$ cat config.mk
export PLATFORM = sky130hd
export DESIGN_NAME = pwm_multi_ch
export DESIGN_NICKNAME = d
export VERILOG_FILES = /design/src/rtl/pwm_multi_ch.sv
export SDC_FILE = /design/constraint.sdc
export NUM_CORES = 1
export LEC_CHECK = 0
export BUFFER_PORTS_ARGS = -buffer_cell sky130_fd_sc_hd__buf_2
export CAP_MARGIN = 5
export CORE_MARGIN = 2
export CORE_UTILIZATION = 46
export DETAILED_ROUTE_END_ITERATION = 7
export PLACE_DENSITY = 0.74
export RECOVER_POWER = 100
export SKIP_LAST_GASP = 1
export SLEW_MARGIN = 0
export SYNTH_ARGS = -nofsm -noshare
export SYNTH_HDL_FRONTEND = slang
export SYNTH_SLANG_ARGS = --single-unit
$ cat constraint.sdc
create_clock -name clk -period 9.5 [get_ports clk]
set_input_delay 1.425 -clock clk [delete_from_list [all_inputs] [get_ports clk]]
set_output_delay 1.425 -clock clk [all_outputs]
set_load 0.01 [all_outputs]
$ cat src/rtl/pwm_multi_ch.sv
// Multi-channel PWM generator: one shared prescaled period counter (edge or center aligned)
// feeding CH duty comparators, with period/duty/mode double-buffered to period boundaries.
module pwm_multi_ch #(
    parameter int CH    = 4,
    parameter int W     = 8,
    parameter int PRE_W = 4
) (
    input  logic              clk,
    input  logic              reset,
    input  logic              en,
    input  logic              mode,
    input  logic [PRE_W-1:0]  prescale,
    input  logic [W-1:0]      period,
    input  logic [CH*W-1:0]   duty,
    input  logic              load,
    output logic [CH-1:0]     pulse,
    output logic              tick
);

    logic [PRE_W-1:0] pcnt;
    logic [W-1:0]     cnt;
    logic             dir;
    logic             pend;

    logic             mode_s, mode_a;
    logic [W-1:0]     period_s, period_a;
    logic [CH*W-1:0]  duty_s, duty_a;

    logic             step;
    logic             last;
    logic             boundary;
    logic             xfer;
    logic [W-1:0]     cnt_next;
    logic             dir_next;
    logic [CH-1:0]    pulse_d;

    // In center mode with P = 1 the up-count reaches 1 with dir still 0, so that
    // step must also close the period to keep it at 2P steps.
    always_comb begin
        step = en && (pcnt == prescale);
        if (mode_a)
            last = (period_a == '0) || ((cnt == W'(1)) && (dir || (period_a == W'(1))));
        else
            last = (cnt == period_a);
        boundary = step && last;
        xfer     = !en || boundary;

        cnt_next = cnt;
        dir_next = dir;
        if (step) begin
            if (last) begin
                cnt_next = '0;
                dir_next = 1'b0;
            end else if (!mode_a) begin
                cnt_next = cnt + 1'b1;
            end else if (!dir) begin
                if (cnt == period_a) begin
                    cnt_next = cnt - 1'b1;
                    dir_next = 1'b1;
                end else begin
                    cnt_next = cnt + 1'b1;
                end
            end else begin
                cnt_next = cnt - 1'b1;
            end
        end

        pulse_d = '0;
        for (int i = 0; i < CH; i++)
            pulse_d[i] = (cnt < duty_a[i*W +: W]);
    end

    always_ff @(posedge clk or posedge reset) begin
        if (reset) begin
            pcnt  <= '0;
            cnt   <= '0;
            dir   <= 1'b0;
            pulse <= '0;
            tick  <= 1'b0;
        end else if (!en) begin
            pcnt  <= '0;
            cnt   <= '0;
            dir   <= 1'b0;
            pulse <= '0;
            tick  <= 1'b0;
        end else begin
            pcnt  <= step ? '0 : pcnt + 1'b1;
            cnt   <= cnt_next;
            dir   <= dir_next;
            pulse <= pulse_d;
            tick  <= boundary;
        end
    end

    // A load landing on a transfer cycle bypasses the shadow so the newest values win.
    always_ff @(posedge clk or posedge reset) begin
        if (reset) begin
            pend     <= 1'b0;
            mode_s   <= 1'b0;
            period_s <= '0;
            duty_s   <= '0;
            mode_a   <= 1'b0;
            period_a <= '0;
            duty_a   <= '0;
        end else begin
            if (load) begin
                mode_s   <= mode;
                period_s <= period;
                duty_s   <= duty;
            end
            if (xfer && load) begin
                mode_a   <= mode;
                period_a <= period;
                duty_a   <= duty;
                pend     <= 1'b0;
            end else if (xfer && pend) begin
                mode_a   <= mode_s;
                period_a <= period_s;
                duty_a   <= duty_s;
                pend     <= 1'b0;
            end else if (load) begin
                pend     <= 1'b1;
            end
        end
    end

endmodule

======== Word-level counts from Yosys, hierarchy flattened ========
Cells that the tools add are included.
storage, ports and cells
  register bits after elaboration ......... 101
  bits of input ports ..................... 49
  logic and storage cells ................. 64
operators by class
  add/subtract/negate cells ............... 3
  magnitude comparators ................... 4
  equal/unequal tests ..................... 6
  muxes and demuxes ....................... 26
  reductions and logical operators ........ 13
operators with widths
  kind                                                  number
  two-way mux 32 bit                                    2
  two-way mux 8 bit                                     8
  less-than comparator 8 bit                            4
  equality test 8 x 1 -> 1 bit (second input constant)  2
  two-way mux 1 bit                                     13
  two-way mux 4 bit                                     3
  adder 8 x 1 -> 8 bit (second input constant)          1
  equality test 8 bit                                   1
  logical NOT 8 bit                                     1
  subtractor 8 x 1 -> 8 bit (second input constant)     1
  logical AND 1 bit                                     5
  adder 4 x 1 -> 4 bit (second input constant)          1
  equality test 4 bit                                   1
  logical OR 1 bit                                      3
  != test 3 x 1 -> 1 bit (second input constant)        1
  nonzero test 3 bit                                    1
  != test 2 x 1 -> 1 bit (second input constant)        1
  AND reduction 2 bit                                   1
  nonzero test 2 bit                                    1
  logical NOT 1 bit                                     1

======== Longest topological paths before layout ========
  word-level depth ........................ 10
  mapped depth ............................ 8

======== Worst setup path before layout ========
No wires, ideal clock.
  path kind ............................... input port to flip-flop
  start ................................... input prescale[1]
  end ..................................... register duty_a[24]
  data arrival time ....................... 2.898 ns
  data required time ...................... 9.375 ns
  path slack .............................. 6.477 ns
  cell stages on the path ................. 6
  buffers on the path ..................... 1
  cell sequence ........................... xor2_1 > nor4_2 > nand3_2 > a21oi_4 > buf_6 > mux2_2
between the ends
  cells in the longest elaborated chain, start to end .. 6
  elaborated cells on any way between the ends .. 8
  classes of those cells .................. eq/ne: 1; mux: 1; reduce/logical: 6
ends and longest elaborated chain
  element                                                          line      text
  start: declaration                                               12        input logic [PRE_W-1:0] prescale,
  equality test 4 bit *                                            40        step = en && (pcnt == prescale);
  logical AND 1 bit *                                              40
  logical AND 1 bit *                                              45        boundary = step && last;
  logical OR 1 bit *                                               46        xfer = !en || boundary;
  logical AND 1 bit (on tied branches)                             111, 116
  two-way mux 32 bit / nonzero test 2 bit (equally long branches)  n/a
  end signal: assignment                                           114       duty_a <= duty;
  end signal: assignment                                           119       duty_a <= duty_s;
  end: declaration                                                 27        logic [CH*W-1:0] duty_s, duty_a;
Every way passes the cells marked *; elsewhere a longest branch is shown, timed or not.
A chain may end at the register's enable or synchronous reset.

======== Final worst setup path ========
  start ................................... input load
  end ..................................... register duty_a[24]
between the ends
  cells in the longest elaborated chain, start to end .. 2
  elaborated cells on any way between the ends .. 3
  classes of those cells .................. mux: 1; reduce/logical: 2
ends and longest elaborated chain
  element                                                          line  text
  start: declaration                                               15    input logic load,
  logical AND 1 bit *                                              111   if (xfer && load) begin
  two-way mux 32 bit / nonzero test 2 bit (equally long branches)  n/a
Marks and branches as above.

==> summary.md <==
| Metric | Value |
|---|---|
| Status | `complete, but fails checks` |
| Violations in the final reports | `max-capacitance violations, max-slew violations` |
| Maximum net fanout on the critical path | `42` |
| GRT Residual Overflow | `0` |
| Xor-xnor portion of the synthesized cell area | `0.02658` |
| Total of fill cells in the finished design | `between 900 and 1000` |
| PortBufs | `53` |
| Number of sinks driven by the clock tree | `around 100` |
| Synth async-reset ratio | `1.000` |
| DRT antenna net count | `0` |
| Power density over the cells | `about 180 nW/um^2` |
| Final net count | `526` |
| Half-perimeter wire length after detailed placement | `~6.1 mm` |
| Starting density of the core | `0.4767` |
| Highest attainable clock frequency | `approximately 170 MHz` |
| I/O pin count | `54` |
| Relative slew slack | `-0.4746` |
| Final worst clock skew | `about 9.7 ps` |
| CTS tree | `yes` |
| Core utilization of the finished layout | `0.5274` |
| Critical-path top delay cell | `sky130_fd_sc_hd__clkbuf_1` |
| Share of synthesized area spent on multiplexers | `0.1868` |
| Crit Reg-Reg Startpoint | `pcnt[0]$_DFF_PP0_` |
| Number of buffers inserted by post-CTS setup repair | `0` |
| Placement Rows | `37` |
| Area Growth Syn to Fin | `10.63%` |
| Reg-to-reg slack, setup | `slightly above 5000 ps` |
| Count of flip-flops with a built-in enable after synthesis | `0` |
| Max-cap violations | `2` |
| Endpoint arrival time on the critical path | `approximately 6000 ps` |
| Synthesized instance count | `396` |
| Leakage power summed over all cells | `roughly 2.6 nW` |
| Worst vdd rail ir drop | `around 0.085 mV` |
| Area taken by multi-input logic gates | `around 2200 um^2` |
| Leading cell type in the layout, fill and taps excluded | `sky130_fd_sc_hd__dfrtp_1` |
| All-Layer GR Usage | `0.1583` |
| Hold-critical path endpoint | `duty_s[18]$_DFFE_PP0P_` |
| Combined area of all synthesized cells | `roughly 4900 um^2` |
| Count of cell types in the netlist | `44` |
| Endpoint required time on the critical path | `9760 ps` |
| Sequential cell area fraction in the yosys report | `0.5113` |
| Hold buffer count at cts | `0` |
| Most common flop cell mapped by yosys | `sky130_fd_sc_hd__dfrtp_1` |
| Critical Setup Path Class | `input pin to register` |
| H-Tree Depth | `3` |
| Final Worst Setup Slack | `around 3800 ps` |
| Maximum number of pins on one net before global-route repair | `88` |
| Crit-path max cell delay | `1540 ps` |
| Count of placed standard cells including taps | `570` |
| Number of hold violations in the final report | `0` |
| Compound-Gate Fraction of Synth Area | `0.07947` |
| Antenna Cells | `0` |
| Commonest cells after routing, fill and taps aside | `sky130_fd_sc_hd__dfrtp_1 (101), sky130_fd_sc_hd__mux2_2 (51), sky130_fd_sc_hd__buf_2 (47)` |
| Final hold slack | `a little under 500 ps` |
| Via count | `3057` |
| Number of iterations in the first detailed-routing pass | `4` |
| FF-to-FF End | `duty_a[24]$_DFFE_PP0P_` |
| Via count of the first global-routing pass | `about 3100` |
| Cell mode on critical path | `sky130_fd_sc_hd__clkbuf_1` |
| Share of the clock period used by the worst path | `0.6019` |
| Reg2Reg Depth | `6` |
| Via count normalized by instance count | `5.217` |
| Worst min-delay path category | `register to register` |
| Iter 0 DRT Violations | `between 90 and 100` |
| Number of cells in the finished layout apart from fillers | `between 500 and 600` |
| Count of cells along the worst hold path | `1` |
| Post-CTS sizing | `0` |
| Drt drc | `0` |
| Total die area | `approximately 12000 um^2` |
| Total clock buffers created by CTS | `9` |
| Maximum clock path buffer count | `2` |
| Category of the worst setup path capture point | `register` |
| Share of cells above drive strength 1 | `0.2644` |
| Height of the chip | `roughly 110 um` |
| Final RePlAce weighted congestion | `0.8561` |
| Start point of the worst min-delay path | `duty_s[18]$_DFFE_PP0P_` |
| Synthesis warning total | `0` |
| Routed wire per std cell | `14.59 um` |
| Setup repair after global routing missed its margin | `false` |
| Synth Register Bits | `roughly 100` |
| Pre-CTS setup slack | `approximately 5600 ps` |
| Basic-gate share of the synthesized area counting and, or, nand and nor cells | `0.06884` |
| Final Slew Violations | `61` |
| Horizontal die dimension | `between 100 and 150 um` |
| Number of antenna violations at the first check in global routing | `0` |
| CTS root buf | `sky130_fd_sc_hd__clkbuf_8` |
| Total Routed Length | `8.547 mm` |
| Total negative setup slack | `0 ps` |
| Count of final setup violators | `0` |
| Net count after synthesis | `~480` |
| Crit path launch type | `input pin` |
| Slew @ Worst Pin | `about 2200 ps` |
| Seq. cell area | `about 2500 um^2` |
| Minimum clock period after layout | `5718 ps` |
| Clk_lat worst skew | `~370 ps` |
| Total core area | `a little over 10000 um^2` |
| Global-route wire length before repair | `roughly 14 mm` |
| Dominant combinational cell family by area after synthesis | `multiplexers` |
| Adder-cell share of the synthesized area | `0.08099` |
| Clock-pin slew reported for the worst setup and hold paths after clock tree synthesis | `100 ps` |
| Average cell area after synthesis | `~12 um^2` |
| Critical path cell sequence | `clkbuf_1 -> nor2_1 -> a21oi_1 -> clkbuf_1 -> mux2_2` |
## layout make-up
cell class,count,share of cell area
Sequential cell,101,0.4621
Multi-Input combinational cell,245,0.3969
Timing Repair Buffer,55,0.04919
Tap cell,136,0.03111
Clock buffer,10,0.02517
Inverter,33,0.02288
Clock inverter,6,0.01258
## flip-flops by register name, indices dropped and copies added (netlist names)
name,flops
duty_a,32
duty_s,32
cnt,8
period_a,8
period_s,8
pcnt,4
pulse,4
dir,1
mode_a,1
mode_s,1
pend,1
tick,1
## worst max-delay path by stage
stage / depth (start not counted) / slack (ps) / from / end
5_1_grt: 5 / 3290 / load / duty_a[24]$_DFFE_PP0P_
3_5_place_dp: 7 / 5600 / prescale[1] / duty_a[24]$_DFFE_PP0P_
3_3_place_gp: 7 / 5710 / prescale[1] / period_a[0]$_DFFE_PP0P_
6_report: 5 / 3780 / load / duty_a[24]$_DFFE_PP0P_
4_1_cts: 7 / 5990 / prescale[1] / duty_a[24]$_DFFE_PP0P_
2_1_floorplan: 1 / 5430 / reset / cnt[0]$_DFFE_PP0P_
## cells in the mapped netlist, drive strengths merged (3+ instances only)
| cell | count | area, um^2 |
|---|---|---|
| dfrtp | 101 | 2527 |
| mux2 | 82 | 923.4 |
| inv | 33 | 123.9 |
| ha | 32 | 400.4 |
| nand2 | 16 | 60.06 |
| nor2 | 11 | 41.29 |
| a21o | 10 | 75.07 |
| buf | 9 | 72.57 |
| xnor2 | 9 | 78.83 |
| a21oi | 8 | 51.30 |
| clkbuf | 8 | 31.28 |
| nand3 | 7 | 40.04 |
| a211oi | 6 | 45.04 |
| o21ai | 6 | 30.03 |
| o21bai | 6 | 45.04 |
| xor2 | 6 | 52.55 |
| nand2b | 5 | 31.28 |
| nand3b | 5 | 37.54 |
| o21a | 5 | 37.54 |
| a31oi | 4 | 25.02 |
| and3 | 3 | 18.77 |
| nand4 | 3 | 18.77 |
| nor3 | 3 | 15.01 |
| nor4 | 3 | 31.28 |
## where the power goes
group	internal (mW)	switching, mW	leakage (nW)
logic	0.0928	0.0806	1.26
clock network	0.131	0.151	0.103
registers	0.489	0.0398	1.21
total	0.713	0.271	2.57
## critical path, delay by kind of cell
family,cells,cell delay (ps)
buffers and inverters,2,2580
AOI/OAI and AO/OA,1,1280
muxes,1,440
and+or+nand+nor,1,190
## logic make-up after synthesis
family / count (synthesis)
flip-flops: 101
adder cells (fa/ha/maj): 32
AO/OA/AOI/OAI: 54
multiplexers: 82
AND/OR/NAND/NOR: 62
XOR/XNOR: 15
buffers and inverters: 50
## routing by layer
layer	GRT usage	wire length, um	share of wire	up-vias
li1	-	-	-	1485
met2	0.2556	4117	0.48	55
met5	0	0	0	-
met4	0.05586	81	0.0095	0
met1	0.2062	4011	0.47	1511
met3	0.04116	336	0.039	6
## metrics by stage
stage | area, um^2 | power, mW
after floorplan | 4943 | 0.6695
after global placement | 5293 | 0.7063
after detailed placement | 5293 | 0.7191
after CTS | 5499 | 0.9989
after global routing | 5469 | 1.043
final | 5469 | 0.9835
No activity file was read; power rests on OpenSTA's default activity.
